### src/rtl/pipelined_adder_if.sv
// ---------------------------------------------------------------------------
// pipelined_adder_if
//   Streaming handshake bundle for pipelined_adder.
//   The N parameter must match the N of the pipelined_adder it is bound to.
//
//   Signals
//     in_valid  : producer offers A/B/sub/cin this cycle
//     in_ready  : adder accepts operands this cycle
//     A, B      : N-bit operands
//     sub       : 0 = add, 1 = subtract
//     cin       : carry-in (add) / borrow-in (subtract)
//     out_valid : R/ovf hold a valid result
//     out_ready : consumer takes the result this cycle
//     R         : N+1-bit result, R[N] = carry-out (subtract: 1 = no borrow)
//     ovf       : signed two's-complement overflow of R[N-1:0]
//
//   Modports
//     master : environment side (producer and consumer)
//     slave  : adder side
// ---------------------------------------------------------------------------
interface pipelined_adder_if #(
  parameter int N = 32
);
  logic         in_valid;
  logic         in_ready;
  logic [N-1:0] A;
  logic [N-1:0] B;
  logic         sub;
  logic         cin;
  logic         out_valid;
  logic         out_ready;
  logic [N:0]   R;
  logic         ovf;

  modport master (
    output in_valid, A, B, sub, cin, out_ready,
    input  in_ready, out_valid, R, ovf
  );

  modport slave (
    input  in_valid, A, B, sub, cin, out_ready,
    output in_ready, out_valid, R, ovf
  );
endinterface

### src/rtl/pipelined_adder.sv
// ---------------------------------------------------------------------------
// pipelined_adder
//   Pipelined N-bit adder/subtractor. The operands are split into STAGES
//   segments of SEG = N/STAGES bits; stage k adds segment k and registers its
//   carry into stage k+1. One operation per clock at full throughput, with a
//   valid/ready handshake on both sides. The last stage register is the
//   output register, so latency is STAGES edges including the accept.
//
//   Parameters
//     N      : operand width (>= 1)
//     STAGES : pipeline depth, must divide N exactly
//
//   Ports
//     clk   : rising-edge clock
//     rst_n : asynchronous active-low reset (clears control and data)
//     bus   : pipelined_adder_if.slave (in_valid/in_ready/A/B/sub/cin,
//             out_valid/out_ready/R/ovf)
// ---------------------------------------------------------------------------
module pipelined_adder #(
  parameter int N      = 32,
  parameter int STAGES = 4
) (
  input  logic             clk,
  input  logic             rst_n,
  pipelined_adder_if.slave bus
);

  localparam int SEG = N / STAGES;

  // One segment of the carry chain: SEG-bit sum plus carry-out on top.
  function automatic logic [SEG:0] seg_add(input logic [SEG-1:0] a,
                                           input logic [SEG-1:0] b,
                                           input logic           c);
    seg_add = {1'b0, a} + {1'b0, b} + {{SEG{1'b0}}, c};
  endfunction

  // Signed overflow: like-signed operands producing a result of the other sign.
  function automatic logic ovf_flag(input logic a_msb,
                                    input logic bx_msb,
                                    input logic r_msb);
    ovf_flag = (a_msb == bx_msb) && (r_msb != a_msb);
  endfunction

  // Stage 0 has no predecessor; clamp so the unrolled index stays in range.
  function automatic int prev_idx(input int k);
    prev_idx = (k == 0) ? 0 : k - 1;
  endfunction

  logic         adv;
  logic         vld_p  [STAGES];
  logic [N-1:0] a_p    [STAGES];
  logic [N-1:0] bx_p   [STAGES];
  logic [N-1:0] r_p    [STAGES];
  logic         c_p    [STAGES];
  logic         ovf_p;

  logic [N-1:0] a_nx   [STAGES];
  logic [N-1:0] bx_nx  [STAGES];
  logic [N-1:0] r_nx   [STAGES];
  logic         cin_nx [STAGES];
  logic [SEG:0] sum_nx [STAGES];
  logic         ovf_nx;

  // The whole pipe moves as one: bubbles shift too, so the only stall source
  // is a valid result the consumer has not taken.
  assign adv          = !vld_p[STAGES-1] || bus.out_ready;
  assign bus.in_ready = adv;

  always_comb begin
    ovf_nx = 1'b0;
    for (int k = 0; k < STAGES; k++) begin
      a_nx[k]   = '0;
      bx_nx[k]  = '0;
      r_nx[k]   = '0;
      cin_nx[k] = 1'b0;
      sum_nx[k] = '0;
    end
    for (int k = 0; k < STAGES; k++) begin
      if (k == 0) begin
        // Operand transform: subtract is A + ~B + ~cin.
        a_nx[k]   = bus.A;
        bx_nx[k]  = bus.sub ? ~bus.B : bus.B;
        cin_nx[k] = bus.sub ^ bus.cin;
        r_nx[k]   = '0;
      end else begin
        // Stage boundary k-1 -> k: operands, partial result and carry.
        a_nx[k]   = a_p[prev_idx(k)];
        bx_nx[k]  = bx_p[prev_idx(k)];
        cin_nx[k] = c_p[prev_idx(k)];
        r_nx[k]   = r_p[prev_idx(k)];
      end
      sum_nx[k] = seg_add(a_nx[k][k*SEG +: SEG], bx_nx[k][k*SEG +: SEG], cin_nx[k]);
      r_nx[k][k*SEG +: SEG] = sum_nx[k][SEG-1:0];
    end
    // Last stage: the result MSB is final here, so overflow is resolved here.
    ovf_nx = ovf_flag(a_nx[STAGES-1][N-1], bx_nx[STAGES-1][N-1], r_nx[STAGES-1][N-1]);
  end

  always_ff @(posedge clk or negedge rst_n) begin
    if (!rst_n) begin
      for (int k = 0; k < STAGES; k++) begin
        vld_p[k] <= 1'b0;
        a_p[k]   <= '0;
        bx_p[k]  <= '0;
        r_p[k]   <= '0;
        c_p[k]   <= 1'b0;
      end
      ovf_p <= 1'b0;
    end else if (adv) begin
      for (int k = 0; k < STAGES; k++) begin
        vld_p[k] <= (k == 0) ? bus.in_valid : vld_p[prev_idx(k)];
        a_p[k]   <= a_nx[k];
        bx_p[k]  <= bx_nx[k];
        r_p[k]   <= r_nx[k];
        c_p[k]   <= sum_nx[k][SEG];
      end
      ovf_p <= ovf_nx;
    end
  end

  // Output register is the last stage.
  assign bus.out_valid = vld_p[STAGES-1];
  assign bus.R         = {c_p[STAGES-1], r_p[STAGES-1]};
  assign bus.ovf       = ovf_p;

endmodule

### src/flat_wrapper.sv
// flat-port wrapper written by rule: the top's interface ports become plain ports
module pipelined_adder_flat 
#(
  parameter int N      = 32,
  parameter int STAGES = 4
)
  (clk, rst_n, bus_in_valid, bus_A, bus_B, bus_sub, bus_cin, bus_out_ready, bus_in_ready, bus_out_valid, bus_R, bus_ovf);
  pipelined_adder_if #(.N(N)) bus_i ();
  input  logic clk;
  input  logic rst_n;
  input wire logic [$bits(bus_i.in_valid)-1:0] bus_in_valid;
  input wire logic [$bits(bus_i.A)-1:0] bus_A;
  input wire logic [$bits(bus_i.B)-1:0] bus_B;
  input wire logic [$bits(bus_i.sub)-1:0] bus_sub;
  input wire logic [$bits(bus_i.cin)-1:0] bus_cin;
  input wire logic [$bits(bus_i.out_ready)-1:0] bus_out_ready;
  output wire logic [$bits(bus_i.in_ready)-1:0] bus_in_ready;
  output wire logic [$bits(bus_i.out_valid)-1:0] bus_out_valid;
  output wire logic [$bits(bus_i.R)-1:0] bus_R;
  output wire logic [$bits(bus_i.ovf)-1:0] bus_ovf;
  assign bus_i.in_valid = bus_in_valid;
  assign bus_i.A = bus_A;
  assign bus_i.B = bus_B;
  assign bus_i.sub = bus_sub;
  assign bus_i.cin = bus_cin;
  assign bus_i.out_ready = bus_out_ready;
  assign bus_in_ready = bus_i.in_ready;
  assign bus_out_valid = bus_i.out_valid;
  assign bus_R = bus_i.R;
  assign bus_ovf = bus_i.ovf;
  pipelined_adder #(.N(N), .STAGES(STAGES)) u_core (.clk(clk), .rst_n(rst_n), .bus(bus_i));
endmodule
### config.mk
export PLATFORM = sky130hd
export DESIGN_NAME = pipelined_adder_flat
export DESIGN_NICKNAME = d
export VERILOG_FILES = /design/src/rtl/pipelined_adder_if.sv /design/src/rtl/pipelined_adder.sv /design/src/flat_wrapper.sv
export SDC_FILE = /design/constraint.sdc
export NUM_CORES = 1
export LEC_CHECK = 0
export CAP_MARGIN = 40
export CORE_UTILIZATION = 50
export CTS_CLUSTER_DIAMETER = 80
export DETAILED_ROUTE_END_ITERATION = 7
export PLACE_DENSITY_LB_ADDON = 0.08
export SLEW_MARGIN = 20
export SYNTH_ARGS = -nofsm -noshare
export SYNTH_HDL_FRONTEND = slang
export SYNTH_SLANG_ARGS = --single-unit
### constraint.sdc
create_clock -name clk -period 3 [get_ports clk]
set_input_delay 0.9 -clock clk [delete_from_list [all_inputs] [get_ports clk]]
set_output_delay 0.9 -clock clk [all_outputs]
set_load 0.01 [all_outputs]
==> metrics.md, run 1 <==
| Metric | Value |
|---|---|
| Post-DRT Antenna Nets | `0` |
| Htree depth | `4` |
| Crit path DAT | `1.82 ns` |
| Clk buf depth | `2` |
| Number of global-route vias before repair | `5875` |
| Critical Path RT | `2.10 ns` |
| IO buf count | `105` |
| Initial DRC Count | `399` |
| Layout cells sized above 1 | `6.23%` |
| Netlist cell types | `32` |
| Drc violations | `0` |
| Total power | `10.5 mW` |
| Worst-Skew Late Latency | `0.43 ns` |
| CP max FO | `4` |
| Leakage | `4.96 nW` |
| Commonest non-fill, non-tap cells in the layout | `nand2_1 (450), dfrtp_1 (185), clkdlybuf4s50_1 (102), o21ai_0 (61)` |
| Diode count | `0` |
| Top_reg_cell synth | `dfrtp_1` |
| Die ar. | `0.0173 mm2` |
| Crit Path Class | `input pin to output pin` |
| Logic pwr share | `37.8%` |
| Period minus WS final | `2.72 ns` |
| Initial Util | `51.0%` |
| Die X | `132 um` |
| CTS tree | `yes` |
| Synth Instances | `918` |
| Root buf cell | `clkbuf_16` |
| Tot GR Track Use | `20.0%` |
| Clk sinks | `185` |
| Post-CTS Resized | `0` |
| Core Box Area | `0.0165 mm2` |
| Fraction of registers with async set/reset | `100%` |
| HP Class | `input pin to asynchronous set/reset pin` |
| Buffer count from post-CTS setup fixing | `0` |
| Final Slew Violations | `0` |
| Worst Max-Slew Pin Slew | `0.640 ns` |
| Die Y | `132 um` |
| Synth Warn # | `0` |
| Final non-filler cell area | `0.0103 mm2` |
| Worst vdd ir | `0.000502 V` |
| Total wire length | `15.8 mm` |
| Internal Power | `6.77 mW` |
| Routed vias/inst | `4.87` |
| F_max | `0.367 GHz` |
| HPWL after DPL | `10.4 mm` |
| Area Growth Syn to Fin | `22.5%` |
| Clock power frac | `21.8%` |
| Crit path launch type | `input pin` |
| Period Utilization, post-route | `90.8%` |
| #FFs+latches synth | `185` |
| Final std cells w/o fill | `1248` |
| RSZ-0062 raised after global routing | `no` |
| Hold buffers post-CTS | `0` |
| Total congestion overflow | `0` |
| Most common cell after layout, fill and taps aside | `nand2_1` |
| Mapped Nets | `1024` |
| Status | `completed` |
| Sw Pwr | `3.69 mW` |
| Relative slew slack | `57.3%` |
| Via count | `6073` |
| NumNets Final | `1121` |
| Fin. Hold Viols | `0` |
| Sequential cell area fraction in the yosys report | `55.1%` |
| Fill cells | `1494` |
| Clk_skew | `0.00664 ns` |
| Setup violations, final | `0` |
| First-pass GRT wire length | `27.8 mm` |
| Number of synthesized flops with an enable pin | `0` |
| Synthesized area | `0.00840 mm2` |
| Initial antenna violation count | `0` |
| Largest net degree at the start of global routing | `145` |
| Endpoint class of the critical path | `output pin` |
| I/O pin count | `106` |
| CTS buffer count | `17` |
| Routed WL per cell | `12.7 um` |
| Placed cell count | `1216` |
| Max Cap Viol | `0` |
| Num rows | `47` |
| Syn avg cell area | `9.15 um2` |
| Sequential power share | `40.4%` |
| Cell Area, Placed | `0.00968 mm2` |
| GPL Wtd Cong | `0.788` |
| Sw Share | `35.3%` |
| Detailed Routing Iterations Pass 1 | `4` |
| CTS clock-pin slew for the worst setup and hold paths | `0.07 ns` |
| Power per cell area | `1020 mW/mm2` |
[kinds of logic (layout without fill, tap and decap cells)]
group	after synthesis	count (layout)	share of synthesized area (%)
AOI/OAI and AO/OA	109	109	7.81
xor gates and xnor gates	50	50	5.22
DFF	185	185	55.1
and+or+nand+nor	488	488	22.6
buffers and inverters	50	160	3.17
adders and majority gates	36	36	6.08
[sequential cells by signal, indices dropped and copies added (netlist names)]
name / flops
u_core.a_nx: 48
u_core.bus.R: 33
u_core.bus.out_valid: 1
u_core.bus.ovf: 1
u_core.bx_nx: 48
u_core.c_p: 3
u_core.r_nx: 48
u_core.vld_p: 3
[worst max-delay path, stage by stage]
cell and delay, ns:
clkdlybuf4s50_1 0.44, nor2b_4 0.26, inv_4 0.06, buf_4 0.16
[synthesized netlist by cell type, types with 2 or more instances]
master | number | area, um2
a211oi_1 | 4 | 30.0
a211oi_2 | 4 | 50.1
a21o_1 | 4 | 30.0
a21oi_1 | 16 | 80.1
a31oi_1 | 3 | 18.8
buf_2 | 26 | 130
buf_4 | 4 | 30.0
clkbuf_1 | 12 | 45.0
clkbuf_8 | 2 | 27.5
dfrtp_1 | 185 | 4630
fa_1 | 8 | 160
ha_1 | 28 | 350
inv_1 | 4 | 15.0
nand2_1 | 450 | 1690
nand2b_1 | 5 | 31.3
nor2_1 | 8 | 30.0
nor2b_1 | 3 | 18.8
nor3_1 | 16 | 80.1
o211ai_1 | 8 | 60.1
o21ai_0 | 61 | 305
o21ai_2 | 2 | 17.5
o21bai_1 | 4 | 30.0
or3_1 | 4 | 25.0
xnor2_1 | 28 | 245
xor2_1 | 22 | 193
[layout make-up]
class,count,area (um2),area share [%]
timing repair buffer,123,1240,12.1
tap,220,275,2.68
clock inverter,12,148,1.44
multi-input combinational,683,3510,34.1
sequential,185,4630,45.0
clock buffer,20,457,4.44
inverter,5,21.3,0.207
[metal layers]
metal  GRT usage, %  up-vias  part of all wire [%]
li1               -     3118                     -
met1           27.4     2851                    49
met2           32.2       92                    47
met3           4.28       12                   2.8
met4           5.04        0                  0.84
met5              0        -                     0
[power by group through the flow]
stage	combinational, mW	sequential [mW]	clock, mW
2_1_floorplan	2.74	4.23	0
3_3_place_gp	3.92	4.25	0
3_5_place_dp	4.00	4.28	0
4_1_cts	4.02	4.24	2.34
5_1_grt	4.54	4.38	2.43
6_report	3.95	4.22	2.28
[worst paths after layout]
path / depth (start not counted) / slack, ns / end / start
worst max-delay path: 4 / 0.28 / bus_in_ready / bus_out_ready
worst min-delay path: 1 / 0.45 / u_core.r_nx[4] / rst_n
worst max register to register: 7 / 0.62 / u_core.bus.R[30] / u_core.a_nx[24]
worst min register to register: 2 / 0.46 / u_core.bus.R[25] / u_core.bus.R[25]
max in group asynchronous: 2 / 1.85 / u_core.a_nx[84] / rst_n
min in group clk: 2 / 0.46 / u_core.bus.R[25] / u_core.bus.R[25]
[through the flow]
step | hold slack (ns) | setup TNS (ns) | util [%] | setup WS [ns]
6_report | 0.454 | 0 | 62.5 | 0.275
5_1_grt | 0.482 | 0 | 62.5 | 0.202
4_1_cts | 0.469 | 0 | 62.5 | 0.256
3_5_place_dp | 0.453 | -0.192 | 58.8 | -0.131
3_3_place_gp | 0.442 | -0.181 | 58.8 | -0.120
2_1_floorplan | 0.430 | 0 | - | 0.0430
No activity file was read; power rests on OpenSTA's default activity.
==> run 2: changes to the inputs <==
--- a/config.mk
+++ b/config.mk
@@ -10,6 +10,7 @@
 export CTS_CLUSTER_DIAMETER = 80
 export DETAILED_ROUTE_END_ITERATION = 7
 export PLACE_DENSITY_LB_ADDON = 0.08
+export RECOVER_POWER = 100
 export SLEW_MARGIN = 20
 export SYNTH_ARGS = -nofsm -noshare
 export SYNTH_HDL_FRONTEND = slang
==> run 2 against run 1 <==
The run now ends with capacitance limit, slew limit left. Wire length up 0.29%. Via count up 0.86%. Worst hold slack better by 0.0027 ns. Combinational power down 3%. Fmax down 2.3%. Sequential power about the same. Global-route usage unchanged. Highest routed layer unchanged.
==> metrics.md, run 2 (synthesis results as in run 1) <==
| Metric | Value |
|---|---|
| Via count | `6125` |
| Fill cells | `1499` |
| R2R depth | `7` |
| Failing checks | `capacitance limit, slew limit` |
| Total power | `10.3 mW` |
| Drc violations | `0` |
| CTS buffer count | `17` |
| Family with the most delay on the worst path | `buffers and inverters` |
| Relative slew slack | `-12.1%` |
| HPWL after DPL | `10.4 mm` |
| Post-DRT Antenna Nets | `0` |
| CP Cell Sequence | `dlygate4sd3_1 -> nor2b_4 -> inv_4 -> clkbuf_1` |
| GPL Wtd Cong | `0.788` |
| Largest net degree at the start of global routing | `145` |
| Sequential power share | `40.8%` |
| Num rows | `47` |
| RSZ-0062 raised after global routing | `no` |
| F_max | `0.359 GHz` |
| Critical R2R Capture | `u_core.r_nx[22]` |
| Routed vias/inst | `4.91` |
| Core Box Area | `0.0165 mm2` |
| Initial antenna violation count | `0` |
| CP max stage delay | `0.57 ns` |
| Max stage delay cell, worst path | `dlygate4sd3_1` |
| Min-Delay Endpoint | `u_core.bus.R[25]` |
| Layout cells sized above 1 | `5.93%` |
| CTS tree | `yes` |
| Die X | `132 um` |
| Hold wc startpoint | `u_core.bus.R[25]` |
| Post-CTS Resized | `0` |
| Root buf cell | `clkbuf_16` |
| I/O pin count | `106` |
| Logic pwr share | `37.1%` |
| Setup violations, final | `0` |
| Endpoint class of the critical path | `output pin` |
| Sw Pwr | `3.67 mW` |
| Critical Path Source | `bus_out_ready` |
| Hold buffers post-CTS | `0` |
| Worst r2r src | `u_core.bx_nx[48]` |
| Period minus WS final | `2.79 ns` |
| Die Y | `132 um` |
| Fin. Hold Viols | `0` |
| Routed WL per cell | `12.7 um` |
| Worst vdd ir | `0.000501 V` |
| Worst hold path cell count | `2` |
| Area Growth Syn to Fin | `21.9%` |
| Initial Util | `51.0%` |
| Crit Path Class | `input pin to output pin` |
| Critical Path RT | `2.10 ns` |
| Htree depth | `4` |
| Clk sinks | `185` |
| Power per cell area | `1010 mW/mm2` |
| Detailed Routing Iterations Pass 1 | `4` |
| R2r setup slk | `0.58 ns` |
| Buffer count from post-CTS setup fixing | `0` |
| IO buf count | `105` |
| Crit path launch type | `input pin` |
| Die ar. | `0.0173 mm2` |
| Clk_skew | `0.00671 ns` |
| Tot GR Track Use | `20.0%` |
| Most common cell after layout, fill and taps aside | `nand2_1` |
| Multi-input gate area | `0.00350 mm2` |
| Total wire length | `15.8 mm` |
| Final Slew Violations | `65` |
| Register area | `0.00463 mm2` |
| HP Class | `flop to flop` |
| Status | `finished with violations` |
| Worst-Skew Late Latency | `0.42 ns` |
| Buf+Inv Stages, Crit Path | `3` |
| Leakage | `4.98 nW` |
| Initial DRC Count | `348` |
| Number of global-route vias before repair | `5875` |
| First-pass GRT wire length | `27.8 mm` |
| Internal Power | `6.65 mW` |
| Diode count | `0` |
| Total congestion overflow | `0` |
| Sw Share | `35.6%` |
| Max Cap Viol | `1` |
| Clk buf depth | `2` |
| Clock power frac | `22.1%` |
| Worst Max-Slew Pin Slew | `1.68 ns` |
| CTS clock-pin slew for the worst setup and hold paths | `0.06 ns` |
| Crit path DAT | `1.89 ns` |
| Period Utilization, post-route | `92.9%` |
| CP max FO | `4` |
| Commonest non-fill, non-tap cells in the layout | `nand2_1 (450), dfrtp_1 (185), clkdlybuf4s50_1 (66), o21ai_0 (62), dlygate4sd3_1 (36)` |
| NumNets Final | `1121` |
| Total Neg Setup Slack | `0 ns` |
==> run 2: stage by stage <==
stage | hold slack [ns] | instances | utilization, % | setup slack [ns] | area [um2]
floorplan | 0.430 | 918 | - | 0.0430 | 8410
CTS | 0.469 | 1248 | 62.5 | 0.256 | 10300
detailed placement | 0.453 | 1216 | 58.8 | -0.131 | 9680
global placement | 0.442 | 1216 | 58.8 | -0.120 | 9680
finish | 0.457 | 1248 | 62.2 | 0.212 | 10200
global route | 0.482 | 1248 | 62.2 | 0.143 | 10200
==> run 2: worst min-delay path, stage by stage (launching register included) <==
cell     delay [ns]
dfrtp_1        0.33
nand2_1        0.05
nand2_1        0.05
==> run 2: final cells by class <==
class / instances / share of cell area (%)
well taps: 220 / 2.69
inverters: 5 / 0.208
repair buffers: 123 / 11.7
clock buffers: 20 / 4.46
flip-flops and latches: 185 / 45.2
multi-input cells: 683 / 34.2
clock inverters: 12 / 1.44
==> run 2: how the worst max path moves through the flow <==
stage                      end  slack, ns  depth (start not counted)
3_3_place_gp   u_core.r_nx[70]      -0.12                          9
3_5_place_dp   u_core.r_nx[70]      -0.13                          9
6_report          bus_in_ready       0.21                          4
5_1_grt          u_core.c_p[2]       0.14                          6
4_1_cts           bus_in_ready       0.26                          4
2_1_floorplan  u_core.r_nx[70]       0.04                         10
==> run 2: metal layers <==
layer	vias to the layer above	GRT usage, %	part of all wire [%]
met1	2908	27.4	48
met2	84	32.2	48
met5	-	0	0
met4	0	5.04	0.71
met3	9	4.28	2.5
li1	3124	-	-
==> run 2: power by group through the flow <==
stage / Clock (mW) / Combinational [mW] / Sequential (mW)
after detailed placement: 0 / 4.00 / 4.28
final: 2.28 / 3.83 / 4.22
after global placement: 0 / 3.92 / 4.25
after global routing: 2.43 / 4.42 / 4.37
after CTS: 2.34 / 4.02 / 4.24
after floorplan: 0 / 2.74 / 4.23
==> RTL change, RTL diff (config.mk and constraints of run 1) <==
`N` is set to 32 in 3 places; all go to 16.
--- a/src/rtl/pipelined_adder_if.sv
+++ b/src/rtl/pipelined_adder_if.sv
@@ -21,3 +21,3 @@
 interface pipelined_adder_if #(
-  parameter int N = 32
+  parameter int N = 16
 );
--- a/src/rtl/pipelined_adder.sv
+++ b/src/rtl/pipelined_adder.sv
@@ -19,3 +19,3 @@
 module pipelined_adder #(
-  parameter int N      = 32,
+  parameter int N      = 16,
   parameter int STAGES = 4
--- a/src/flat_wrapper.sv
+++ b/src/flat_wrapper.sv
@@ -3,3 +3,3 @@
 #(
-  parameter int N      = 32,
+  parameter int N      = 16,
   parameter int STAGES = 4
Interface: changed (resized bus_A, bus_B and bus_R); port bits go from 106 to 58. No check against the original RTL was run, so the function may have changed too.
==> RTL change against run 1 <==
- register-to-register slack gained 0.56 ns
- clock power shrank 64%
- final area shrank 49%
- first-iteration DRC count shrank 71%
- synthesized area shrank 48%
- routed wire length shrank 51%
- power shrank 53%
- sequential cell count shrank 88
- worst setup slack lost 0.24 ns
==> RTL change: results (changes against run 1) <==
status completed; compound-gate portion of the synthesized area 6.10% (-1.7 points); Avg Inst Size Synth 9.31 um2 (+1.8%); initial DRC count 114 (-71%); VDD IR max 334 uV (-33%); smallest hold slack 0.471 ns (+0.0167 ns); TritonCTS Buffers 9 (-8); vias in the first global route 2952 (-50%); Root Driver clkbuf_8; register area share after synthesis 55.8% (+0.69 points); I/O Buffers 57 (-46%); reg2reg end u_core.c_p[1]; reg2reg path depth 5 (-2); WHS Endpoint u_core.bus.R[2]; DP HPWL 5.07 mm (-52%); CTS clock-pin slew for the worst setup and hold paths 0.08 ns; Final Skew 0.0120 ns (+0.00536 ns); Synth area leaders dfrtp_1 56%, nand2_1 18%, fa_1 3.7%, ha_1 3.5%, xnor2_1 2.4%; Synth cell types 27 (-16%); worst reg-to-reg setup slack 1.18 ns (+0.56 ns); Clock H-tree levels 3 (-1); adder-cell share of the synthesized area 7.14% (+1.1 points); Placed Area 5010 um2 (-48%); worst-skew pair later-pin latency 0.36 ns (-0.07 ns); final net count 578 (-48%); Synth Area in XOR/XNOR 4.03% (-1.2 points); worst hold path type flip-flop to flip-flop; Non-Filler Instances 630 (-50%); first-pass GRT wire length 13.3 mm (-52%); GR Util All Layers 19.2% (-0.72 points); mux contribution to synthesized area 0.691% (+0.69 points); RR Startpoint u_core.bx_nx[24]; routed wire length 7.74 mm (-51%); number of synthesized flops with an enable pin 0 (unchanged); cts hold-fix bufs 0 (unchanged); Synth Net Count 525 (-49%); yosys warns 0 (unchanged); clock tree buffer depth 2 (unchanged); Commonest cells post-synth 214 x nand2_1, 97 x dfrtp_1, 20 x o21ai_0; setup slack at placement 0.0146 ns (+0.146 ns); Cells after DPL 613 (-50%); Inserted Diodes 0 (unchanged); CP arrival 2.06 ns (+0.24 ns); worst-path fanout max 2 (-2); fill count 715 (-52%); RePlAce Congestion 0.820 (+4.1%); largest net degree at the start of global routing 75 (-48%); antenna violations before repair 0 (unchanged); Leakage 0.00258 uW (-48%); layout cells sized above 1 5.33% (-0.89 points); average vias per placed instance 4.83 (-0.64%); Slew @ Worst Pin 0.501 ns (-0.139 ns)
-- RTL change: cell types whose count changed in the layout (fill, tap and decap cells not counted), sizes merged, moves of 14 or more --
cell / before / now
nor3: 16 / 0
xnor2: 28 / 12
nand2: 450 / 214
dfrtp: 185 / 97
o21ai: 64 / 20
ha: 28 / 12
xor2: 22 / 8
clkdlybuf4s50: 102 / 56
-- RTL change: layout make-up --
type                    instances  area, um2  area share, %
repair buffers                 66        688           13.2
flip-flops and latches         97       2430           46.4
clock inverters                 5       40.0          0.766
multi-input cells             330       1730           33.1
clock buffers                  11        151           2.90
well taps                     105        131           2.51
inverters                      16       60.1           1.15
-- RTL change: power breakdown --
part           internal (uW)  total, uW  switching, uW
logic                    892       1900           1000
registers               1890       2220            329
clock network            350        811            461
total                   3130       4920           1800
-- RTL change: worst max path at each step --
stage                   from               to  slack [ns]
6_report       bus_out_ready     bus_in_ready        0.04
5_1_grt        bus_out_ready     bus_in_ready      0.0003
3_3_place_gp   bus_out_ready     bus_in_ready        0.02
3_5_place_dp   bus_out_ready     bus_in_ready        0.01
2_1_floorplan        bus_sub  u_core.r_nx[33]        0.53
4_1_cts        bus_out_ready     bus_in_ready        0.02
-- RTL change: worst max-delay path, stage by stage --
cell	delay, ns
clkdlybuf4s50_1	0.44
nor2b_4	0.19
inv_2	0.05
clkdlybuf4s50_1	0.47
-- RTL change: layer usage --
layer | global-route usage (%) | vias up | wire length, um
li1 | - | 1569 | -
met1 | 26.1 | 1409 | 3880
met5 | 0 | - | 0
met4 | 6.19 | 0 | 104
met3 | 4.31 | 11 | 284
met2 | 30.7 | 57 | 3470
